--- src/rtl/sd_cmd_engine.sv ---
// sd_cmd_engine: SD-bus command-line engine.
//   Divides clk down to sd_clk, serialises a 48-bit command with its CRC7 on
//   sd_clk falling edges, then optionally receives an R48/R136 response on
//   sd_clk rising edges, checking CRC, end bit and index, with a timeout.
// Ports:
//   clk, rst_n            system clock, async active-low reset
//   clk_div               sd_clk half-period in clk cycles (0 behaves as 1)
//   start                 one-cycle request, taken only while idle
//   cmd_index/cmd_arg     command fields
//   resp_type             0 none, 1 R48 checked, 2 R48 unchecked, 3 R136
//   busy/done             transaction in progress / one-cycle completion pulse
//   resp_index/resp_data  received response fields
//   err_*                 timeout, CRC, end-bit and index errors
//   sd_clk, sd_cmd_out, sd_cmd_oe, sd_cmd_in   card-side pins
module sd_cmd_engine #(
    parameter int DIVW    = 8,
    parameter int NCR_MAX = 64,
    parameter int NCC     = 8
) (
    input  logic            clk,
    input  logic            rst_n,
    input  logic [DIVW-1:0] clk_div,
    input  logic            start,
    input  logic [5:0]      cmd_index,
    input  logic [31:0]     cmd_arg,
    input  logic [1:0]      resp_type,
    output logic            busy,
    output logic            done,
    output logic [5:0]      resp_index,
    output logic [127:0]    resp_data,
    output logic            err_timeout,
    output logic            err_crc,
    output logic            err_end,
    output logic            err_index,
    output logic            sd_clk,
    output logic            sd_cmd_out,
    output logic            sd_cmd_oe,
    input  logic            sd_cmd_in
);

    localparam int NCR_W = $clog2(NCR_MAX + 1);
    localparam int GAP_W = $clog2(2 * NCC + 1);

    typedef enum logic [2:0] {
        ST_IDLE = 3'd0,
        ST_TX   = 3'd1,
        ST_WAIT = 3'd2,
        ST_RX   = 3'd3,
        ST_GAP  = 3'd4
    } state_t;

    // Serial CRC7 (x^7 + x^3 + 1, init 0). Leading zeros leave a zero CRC
    // untouched, so shorter messages are passed in zero-extended.
    function automatic logic [6:0] crc7_120(input logic [119:0] data);
        logic [6:0] crc;
        logic       fb;
        crc = 7'd0;
        for (int i = 119; i >= 0; i--) begin
            fb  = data[i] ^ crc[6];
            crc = {crc[5:0], 1'b0} ^ {3'b000, fb, 2'b00, fb};
        end
        return crc;
    endfunction

    state_t          r_state;
    logic [DIVW-1:0] r_div_cnt;
    logic            r_sd_clk;
    logic            r_cmd_out;
    logic            r_cmd_oe;
    logic            r_busy;
    logic            r_done;
    logic [1:0]      r_type;
    logic [5:0]      r_cmd_index;
    logic [47:0]     r_tx_sh;
    logic [7:0]      r_bit_cnt;
    logic [NCR_W-1:0] r_ncr_cnt;
    logic [GAP_W-1:0] r_gap_cnt;
    logic [132:0]    r_rx_sh;
    logic [5:0]      r_resp_index;
    logic [127:0]    r_resp_data;
    logic            r_err_timeout;
    logic            r_err_crc;
    logic            r_err_end;
    logic            r_err_index;

    logic            w_tick;
    logic            w_fall;
    logic            w_rise;
    logic [DIVW-1:0] w_div_load;
    logic [6:0]      w_tx_crc;
    logic [7:0]      w_rx_last;
    logic [133:0]    w_frame;
    logic [6:0]      w_rx_crc;
    logic            w_crc_bad;

    assign w_tick     = (r_div_cnt == {DIVW{1'b0}});
    assign w_fall     = w_tick & r_sd_clk;
    assign w_rise     = w_tick & ~r_sd_clk;
    assign w_div_load = (clk_div == {DIVW{1'b0}}) ? {DIVW{1'b0}} : (clk_div - DIVW'(1));
    assign w_tx_crc   = crc7_120({80'd0, 2'b01, cmd_index, cmd_arg});
    assign w_rx_last  = (r_type == 2'd3) ? 8'd135 : 8'd47;
    // Received bits 133..0 including the one being sampled this clk.
    assign w_frame    = {r_rx_sh, sd_cmd_in};
    assign w_rx_crc   = (r_type == 2'd3) ? crc7_120(w_frame[127:8])
                                         : crc7_120({80'd0, w_frame[47:8]});
    assign w_crc_bad  = (w_rx_crc != w_frame[7:1]);

    // sd_clk divider: toggle whenever the down-counter hits zero, reloading
    // from the current clk_div so a new ratio applies from the next half-period.
    always_ff @(posedge clk or negedge rst_n) begin
        if (!rst_n) begin
            r_div_cnt <= {DIVW{1'b0}};
            r_sd_clk  <= 1'b0;
        end else if (w_tick) begin
            r_div_cnt <= w_div_load;
            r_sd_clk  <= ~r_sd_clk;
        end else begin
            r_div_cnt <= r_div_cnt - DIVW'(1);
        end
    end

    // Transaction FSM: command TX on falls, response wait/RX on rises, idle gap.
    always_ff @(posedge clk or negedge rst_n) begin
        if (!rst_n) begin
            r_state       <= ST_IDLE;
            r_cmd_out     <= 1'b1;
            r_cmd_oe      <= 1'b0;
            r_busy        <= 1'b0;
            r_done        <= 1'b0;
            r_type        <= 2'd0;
            r_cmd_index   <= 6'd0;
            r_tx_sh       <= 48'd0;
            r_bit_cnt     <= 8'd0;
            r_ncr_cnt     <= {NCR_W{1'b0}};
            r_gap_cnt     <= {GAP_W{1'b0}};
            r_rx_sh       <= 133'd0;
            r_resp_index  <= 6'd0;
            r_resp_data   <= 128'd0;
            r_err_timeout <= 1'b0;
            r_err_crc     <= 1'b0;
            r_err_end     <= 1'b0;
            r_err_index   <= 1'b0;
        end else begin
            r_done <= 1'b0;
            case (r_state)
                ST_IDLE: begin
                    if (start) begin
                        r_type        <= resp_type;
                        r_cmd_index   <= cmd_index;
                        r_tx_sh       <= {2'b01, cmd_index, cmd_arg, w_tx_crc, 1'b1};
                        r_bit_cnt     <= 8'd0;
                        r_ncr_cnt     <= {NCR_W{1'b0}};
                        r_gap_cnt     <= {GAP_W{1'b0}};
                        r_err_timeout <= 1'b0;
                        r_err_crc     <= 1'b0;
                        r_err_end     <= 1'b0;
                        r_err_index   <= 1'b0;
                        r_busy        <= 1'b1;
                        r_state       <= ST_TX;
                    end
                end
                ST_TX: begin
                    if (w_fall) begin
                        if (r_bit_cnt == 8'd48) begin
                            // Fall after the end bit: release the line.
                            r_cmd_out <= 1'b1;
                            r_cmd_oe  <= 1'b0;
                            r_state   <= (r_type == 2'd0) ? ST_GAP : ST_WAIT;
                        end else begin
                            r_cmd_out <= r_tx_sh[47];
                            r_cmd_oe  <= 1'b1;
                            r_tx_sh   <= {r_tx_sh[46:0], 1'b1};
                            r_bit_cnt <= r_bit_cnt + 8'd1;
                        end
                    end
                end
                ST_WAIT: begin
                    if (w_rise) begin
                        if (!sd_cmd_in) begin
                            r_rx_sh   <= 133'd0;
                            r_bit_cnt <= 8'd1;
                            r_state   <= ST_RX;
                        end else if (r_ncr_cnt == NCR_W'(NCR_MAX - 1)) begin
                            r_err_timeout <= 1'b1;
                            r_state       <= ST_GAP;
                        end else begin
                            r_ncr_cnt <= r_ncr_cnt + NCR_W'(1);
                        end
                    end
                end
                ST_RX: begin
                    if (w_rise) begin
                        r_rx_sh <= w_frame[132:0];
                        if (r_bit_cnt == w_rx_last) begin
                            if (r_type == 2'd3) begin
                                r_resp_index <= w_frame[133:128];
                                r_resp_data  <= w_frame[127:0];
                            end else begin
                                r_resp_index <= w_frame[45:40];
                                r_resp_data  <= {96'd0, w_frame[39:8]};
                            end
                            r_err_end   <= ~w_frame[0];
                            r_err_crc   <= (r_type != 2'd2) & w_crc_bad;
                            r_err_index <= (r_type == 2'd1) & (w_frame[45:40] != r_cmd_index);
                            r_state     <= ST_GAP;
                        end else begin
                            r_bit_cnt <= r_bit_cnt + 8'd1;
                        end
                    end
                end
                ST_GAP: begin
                    // Count sd_clk edges so the gap is NCC whole periods
                    // regardless of whether it was entered on a rise or fall.
                    if (w_tick) begin
                        if (r_gap_cnt == GAP_W'(2 * NCC - 1)) begin
                            r_done  <= 1'b1;
                            r_busy  <= 1'b0;
                            r_state <= ST_IDLE;
                        end else begin
                            r_gap_cnt <= r_gap_cnt + GAP_W'(1);
                        end
                    end
                end
                default: begin
                    r_state <= ST_IDLE;
                end
            endcase
        end
    end

    assign busy        = r_busy;
    assign done        = r_done;
    assign resp_index  = r_resp_index;
    assign resp_data   = r_resp_data;
    assign err_timeout = r_err_timeout;
    assign err_crc     = r_err_crc;
    assign err_end     = r_err_end;
    assign err_index   = r_err_index;
    assign sd_clk      = r_sd_clk;
    assign sd_cmd_out  = r_cmd_out;
    assign sd_cmd_oe   = r_cmd_oe;

endmodule

--- config.mk ---
export PLATFORM = sky130hd
export DESIGN_NAME = sd_cmd_engine
export DESIGN_NICKNAME = d
export VERILOG_FILES = /design/src/rtl/sd_cmd_engine.sv
export SDC_FILE = /design/constraint.sdc
export NUM_CORES = 1
export LEC_CHECK = 0
export ABC_AREA = 1
export CAP_MARGIN = 5
export CORE_ASPECT_RATIO = 2
export CORE_UTILIZATION = 59
export DETAILED_ROUTE_END_ITERATION = 8
export MAX_ROUTING_LAYER = met4
export PLACE_DENSITY = 0.81
export SETUP_SLACK_MARGIN = 0.4
export SLEW_MARGIN = 25
export SYNTH_ARGS = -nofsm -noshare
export SYNTH_HDL_FRONTEND = slang
export SYNTH_SLANG_ARGS = --single-unit
--- constraint.sdc ---
create_clock -name clk -period 6.4 [get_ports clk]
set_input_delay 0.64 -clock clk [delete_from_list [all_inputs] [get_ports clk]]
set_output_delay 0.64 -clock clk [all_outputs]
set_load 0.02 [all_outputs]
# ---- Yosys cells after proc, flatten, opt, wreduce, memory -nomap -nowiden
# Index checks and enable logic that the tools add are counted.
dict set report op_classes {
  n_reduce_logical 22
  bitwise 393
  muxes 66
  eq_ne 29
  n_addsub 5
}
# operator n
set ops {}
lappend ops {{$xor 7x4->7} 190}
lappend ops {{$mux 133} 3}
lappend ops {{$pmux 133 s2} 1}
lappend ops {{$xor 1x1->1} 187}
lappend ops {{$mux 48} 3}
lappend ops {{$mux 128} 1}
lappend ops {{$pmux 48 s2} 1}
lappend ops {{$mux 8} 10}
lappend ops {{$mux 7} 5}
lappend ops {{$mux 3} 11}
lappend ops {{$ne 2x2->1 const B} 16}
lappend ops {{$pmux 8 s4} 1}
lappend ops {{$reduce_and 4->1} 5}
lappend ops {{$mux 1} 18}
lappend ops {{$xor 6x4->6} 3}
lappend ops {{$logic_not 8->1} 2}
lappend ops {{$sub 8x1->8 const B} 2}
lappend ops {{$mux 5} 3}
lappend ops {{$pmux 3 s5} 1}
lappend ops {{$pmux 7 s2} 1}
lappend ops {{$pmux 1 s2} 5}
lappend ops {{$pmux 5 s2} 1}
lappend ops {{$reduce_and 5->1} 2}
lappend ops {{$reduce_bool 2->1} 5}
lappend ops {{27 further kinds} 38}
dict set report word_totals {
  reg_bits 363
  elab_cells 535
  in_bits 52
}

# ---- Logic depth before layout (Yosys ltp)
dict set report depth {
  depth_word 241
  ltp_mapped 83
  depth_no_buf 83
}

# ---- Worst setup path before layout
# OpenSTA, ideal clock, no wires.
dict set report synth_timing {
  path_kind {reg2reg}
  from {register r_rx_sh[125]}
  to {register r_err_crc, in the netlist err_crc}
  setup_slack_ns 0.543
  arrival_time_ns 5.740
  t_required_ns 6.284
  period_less_slack_ns 5.857
  stages_incl_launch_ff 76
  path_cell_list {dfrtp_1 -> inv_2 -> nand2_1 -> nand2_1 -> nand2_1 -> nand2_2 -> inv_1 -> nand2_2 -> nand2_2 -> nand2_4 -> nand2_2 -> nand2_2 -> nand2_2 -> nand2_4 -> nand3_2 -> nand2_2 -> nand2_4 -> nand2_4 -> [40 not listed] -> nand3_2 -> nand2_1 -> nand2_2 -> nand2_2 -> inv_2 -> nand2_2 -> nand2_1 -> nand2_1 -> nand2_1 -> xor2_1 -> nand2_1 -> nand3_1 -> nand2_1 -> nand2_1 -> nand2_1 -> nand3_1 -> nand2_1 -> nand2_1}
}
dict set report synth_via {
  elab_chain_len 154
  word_cells_on_any_way 234
  cone_classes {1 x eq/ne; 4 x mux; 229 x bitwise}
}
# item line
set synth_lines {}
lappend synth_lines {{from (decl)} 78} ;# logic [132:0] r_rx_sh;
lappend synth_lines {{from (signal assigned)} 193} ;# r_rx_sh <= w_frame[132:0];
lappend synth_lines {{$xor 5x4->5 (*)} 60} ;# crc = {crc[5:0], 1'b0} ^ {3'b000, fb, 2'b00, fb};
lappend synth_lines {{$xor 6x4->6 (*)} 60}
lappend synth_lines {{$xor 7x4->7 (*) (2 in a row)} 60}
lappend synth_lines {{$xor 1x1->1} 59} ;# fb = data[i] ^ crc[6];
lappend synth_lines {{$xor 7x4->7 (*) (4 in a row)} 60}
lappend synth_lines {{$xor 1x1->1} 59}
lappend synth_lines {{$xor 7x4->7 (*) (4 in a row)} 60}
lappend synth_lines {{$xor 1x1->1} 59}
lappend synth_lines {{[129 not listed]} -}
lappend synth_lines {{$xor 1x1->1} 59}
lappend synth_lines {{$xor 7x4->7 (*) (3 in a row)} 60}
lappend synth_lines {{$mux 7 (*)} 104} ;# assign w_rx_crc = (r_type == 2'd3) ? crc7_120(w_frame[127:8])
lappend synth_lines {{$ne 7x7->1 (*)} 106} ;# assign w_crc_bad = (w_rx_crc != w_frame[7:1]);
lappend synth_lines {{$and 1x1->1 (*)} 203} ;# r_err_crc <= (r_type != 2'd2) & w_crc_bad;
lappend synth_lines {{$mux 1 (*)} 194} ;# if (r_bit_cnt == w_rx_last) begin
lappend synth_lines {{$mux 1 (*)} 192} ;# if (w_rise) begin
lappend synth_lines {{$pmux 1 s2 (*)} 145} ;# case (r_state)
lappend synth_lines {{to (signal assigned)} 203}
lappend synth_lines {{to (decl)} 82} ;# logic r_err_crc;
# Every way passes the cells marked *; elsewhere a longest branch is shown, timed or not. The select of a mux whose other input is x is not followed.
# A chain may end at the register's enable or synchronous reset.

# ---- Worst setup path in the final report
dict set report layout_timing {
  from {register r_rx_sh[118]}
  to {register r_err_crc, in the netlist err_crc}
}
dict set report layout_via {
  elab_chain_len 146
  word_cells_on_any_way 221
  cone_classes {1 x eq/ne; 4 x mux; 216 x bitwise}
}
# item line
set layout_lines {}
lappend layout_lines {{$xor 1x1->1 (*)} 59}
lappend layout_lines {{$xor 7x4->7 (*) (4 in a row)} 60}
lappend layout_lines {{$xor 1x1->1 or $xor 7x4->7 (tied branches)} {59, 60}}
lappend layout_lines {{$xor 7x4->7 (*) (4 in a row)} 60}
lappend layout_lines {{$xor 1x1->1 or $xor 7x4->7 (tied branches)} {59, 60}}
lappend layout_lines {{$xor 7x4->7 (*) (4 in a row)} 60}
lappend layout_lines {{$xor 1x1->1 or $xor 7x4->7 (tied branches)} {59, 60}}
lappend layout_lines {{$xor 7x4->7 (*) (4 in a row)} 60}
lappend layout_lines {{[118 not listed]} -}
lappend layout_lines {{$xor 1x1->1 or $xor 7x4->7 (tied branches)} {59, 60}}
lappend layout_lines {{$xor 7x4->7 (*)} 60}
lappend layout_lines {{$mux 7 (*)} 104}
lappend layout_lines {{$ne 7x7->1 (*)} 106}
lappend layout_lines {{$and 1x1->1 (*)} 203}
lappend layout_lines {{$mux 1 (*)} 194}
lappend layout_lines {{$mux 1 (*)} 192}
lappend layout_lines {{$pmux 1 s2 (*)} 145}
# Marked as above.

==> flow_metrics.env <==
export IMPL_root_buffer="clkbuf_16"
export IMPL_grt_pass1_wl_um=99800
export IMPL_max_clock_path_buffers=3
export IMPL_seq_area_frac_synth_pct=41.7
export IMPL_arrival_ps=7770
export IMPL_synthArstFlopShare_pct=100
export IMPL_final_setup_worst_slack_ps=-944
export IMPL_worstPathRequired_ps=6830
export IMPL_grtUsageTotal_pct=35.0
export IMPL_postRouteAntennaNets=0
export IMPL_hold_class="input pin to async pin"
export IMPL_outcome="finished with violations"
export IMPL_netlist_instances=2862
export IMPL_cp_common_cell="nand2_2"
export IMPL_period_share_pct=115
export IMPL_io_pins=195
export IMPL_dieArea_um2=37700
export IMPL_final_layout_size_suffix_gt1_share_pct=20.0
export IMPL_grt_pass1_vias=20100
export IMPL_antenna_found_initial=3
export IMPL_cts_tree="yes"
export IMPL_synth_net_count=2921
export IMPL_hold_viol=0
export IMPL_cts_max_level=2
export IMPL_hpwl_um=44400
export IMPL_drt_first_iter_violations=1366
export IMPL_fin_skew_ps=13.9
export IMPL_start_util_pct=59.8
export IMPL_cpPeakStageDelay_ps=440
export IMPL_synth_distinct_cells=50
export IMPL_worstMarginPinSlew_ps=1120
export IMPL_slew_headroom_pct=25.3
export IMPL_cp_end_kind="flop"
export IMPL_clk_latency_ps=540
export IMPL_ctsHoldBuffers=0
export IMPL_synth_area_um2=21800
export IMPL_violations="negative setup slack"
export IMPL_pre_cts_ws_ps=-893
export IMPL_coreArea_um2=36400
export IMPL_clk_pin_slew_ps=70
export IMPL_drcViolationCount=0
export IMPL_vias=20500
export IMPL_path_delay_family="simple AND/OR/NAND/NOR gates"
export IMPL_maxSlewViolCount=0
export IMPL_post_synth_cell_area_avg_um2=7.61
export IMPL_fp_dieW_um=138
export IMPL_wl_per_cell_um=18.2
export IMPL_final_common_cell="nand2_1"
export IMPL_gp_congestion=0.995
export IMPL_slowest_stage="dfrtp_1"
export IMPL_routed_wl_um=64100
export IMPL_core_rowCount=99
export IMPL_synth_edff_count=0
export IMPL_synth_flop_cell="dfrtp_1"
export IMPL_die_height_um=274
export IMPL_rsz0062_at_grt="yes"
export IMPL_drv_cap=0
export IMPL_cts_sinks=363
export IMPL_path_class="flop to flop"
export IMPL_synth_warning_count=0
export IMPL_dr_pass1_iters=5
export IMPL_ys_ff_latch=363
export IMPL_nNetsFinal=3098
export IMPL_final_cell_mix="577 x nand2_1, 357 x dfrtp_1, 317 x nand3_1"
export IMPL_grt_max_degree=267
export IMPL_fin_crit_ps=7340
export IMPL_io_buffers=194
export IMPL_grt_remaining_overflow=0
export IMPL_drt_vias_per_instance=5.81
export IMPL_area_delta_synth_final_pct=22.2
export IMPL_numCtsBuffers=34
export IMPL_critPathBufInv=7
export IMPL_fmax_mhz=136
export IMPL_path_max_fanout=4
export IMPL_cp_start_kind="flop"
export IMPL_setup_viol=1
[per-layer routing]
| layer | up-vias | global-route usage [%] | routed length [um] |
|---|---|---|---|
| met5 | - | - | 0 |
| met4 | 0 | 25.1 | 5440 |
| met3 | 328 | 6.28 | 3620 |
| met2 | 759 | 59.9 | 33000 |
| met1 | 9683 | 35.0 | 22000 |
| li1 | 9686 | - | - |
[sequential cells by signal, summed over array words and instances (netlist names), 3 cells and up]
| signal | flops |
|---|---|
| r_cmd_index | 6 |
| r_tx_sh | 48 |
| r_rx_sh | 133 |
| r_bit_cnt | 8 |
| r_gap_cnt | 5 |
| r_ncr_cnt | 7 |
| resp_data | 128 |
| r_state | 3 |
| r_div_cnt | 8 |
| resp_index | 6 |
[synth_stat cells (5+ instances only)]
| master | number | share of area, % |
|---|---|---|
| nand2_2 | 191 | 5.5 |
| o21ai_0 | 287 | 6.6 |
| dfrtp_1 | 362 | 42 |
| nand3_2 | 31 | 1.4 |
| or2_2 | 5 | 0.14 |
| o31ai_1 | 98 | 3.4 |
| inv_1 | 289 | 5.0 |
| nand2_1 | 688 | 12 |
| nand2_4 | 23 | 1.2 |
| a21oi_1 | 24 | 0.55 |
| xnor2_1 | 68 | 2.7 |
| nor3_1 | 13 | 0.30 |
| nor2_2 | 10 | 0.29 |
| o22ai_1 | 7 | 0.20 |
| inv_2 | 44 | 0.76 |
| xor2_1 | 91 | 3.7 |
| nor2_1 | 64 | 1.1 |
| o211ai_1 | 41 | 1.4 |
| nand3_1 | 363 | 8.3 |
| clkbuf_1 | 110 | 1.9 |
| ha_1 | 7 | 0.40 |
[worst register-to-register path: cells and delay by family (launching register included)]
family                 cells  cell delay (ps)
XOR/XNOR                   1              220
buffers and inverters      7              480
flip-flops                 1              440
AND/OR/NAND/NOR           69             6090
[logic make-up (layout without fill, tap and decap cells)]
group / Yosys count / count (layout) / synth area share, %
AND/OR/NAND/NOR: 1403 / 1403 / 30.7
XOR/XNOR: 160 / 160 / 6.47
other: 0 / 3 / 0
buffers and inverters: 451 / 650 / 7.82
multiplexers: 1 / 1 / 0.0460
AO/OA/AOI/OAI: 477 / 477 / 12.9
adder cells (fa/ha/maj): 7 / 7 / 0.402
flip-flops: 363 / 363 / 41.7
[through the flow]
step / cells / area, um2 / utilization (%) / TNS, ps / hold slack (ps)
final: 3518 / 26600 / 73.1 / -944 / 51.4
after floorplan: 2862 / 21800 / - / 0 / 344
after detailed placement: 3449 / 24400 / 66.9 / -893 / 459
after CTS: 3512 / 25700 / 70.6 / -653 / 267
after global routing: 3518 / 26600 / 73.1 / -1420 / 69.5
after global placement: 3449 / 24400 / 66.9 / -664 / 453
[timing repair]
action | 4_1_cts | 5_1_grt
setup buffers | 5 | 2
pin swaps | 16 | 92
setup endpoints to repair | 1 | 1
gates resized for setup | 37 | 221
[area by class of cell]
class,count,area (um2)
Sequential cell,363,9090
Timing Repair Buffer,257,2490
Fill cell,2880,9810
Clock inverter,15,218
Multi-Input combinational cell,2048,12000
Tap cell,454,568
Antenna cell,3,7.51
Clock buffer,43,936
Inverter,335,1260
[final timing paths]
path                                     startpoint                        end  slack [ps]  depth (start not counted)
max in group asynchronous                     rst_n    r_tx_sh[15]$_DFFE_PN0P_        5180                          2
hold / removal                                rst_n  resp_data[55]$_DFFE_PN0P_          50                          1
setup reg to reg           r_rx_sh[118]$_DFFE_PN0P_        err_crc$_DFFE_PN0P_        -940                         77
hold reg to reg              r_tx_sh[0]$_DFFE_PN0P_     r_tx_sh[0]$_DFFE_PN0P_         470                          1
min in group clk             r_tx_sh[0]$_DFFE_PN0P_     r_tx_sh[0]$_DFFE_PN0P_         470                          1
setup / recovery           r_rx_sh[118]$_DFFE_PN0P_        err_crc$_DFFE_PN0P_        -940                         77
Power is not shown: default switching activity piles up to over one toggle a cycle in this logic, so the estimate is an artifact.
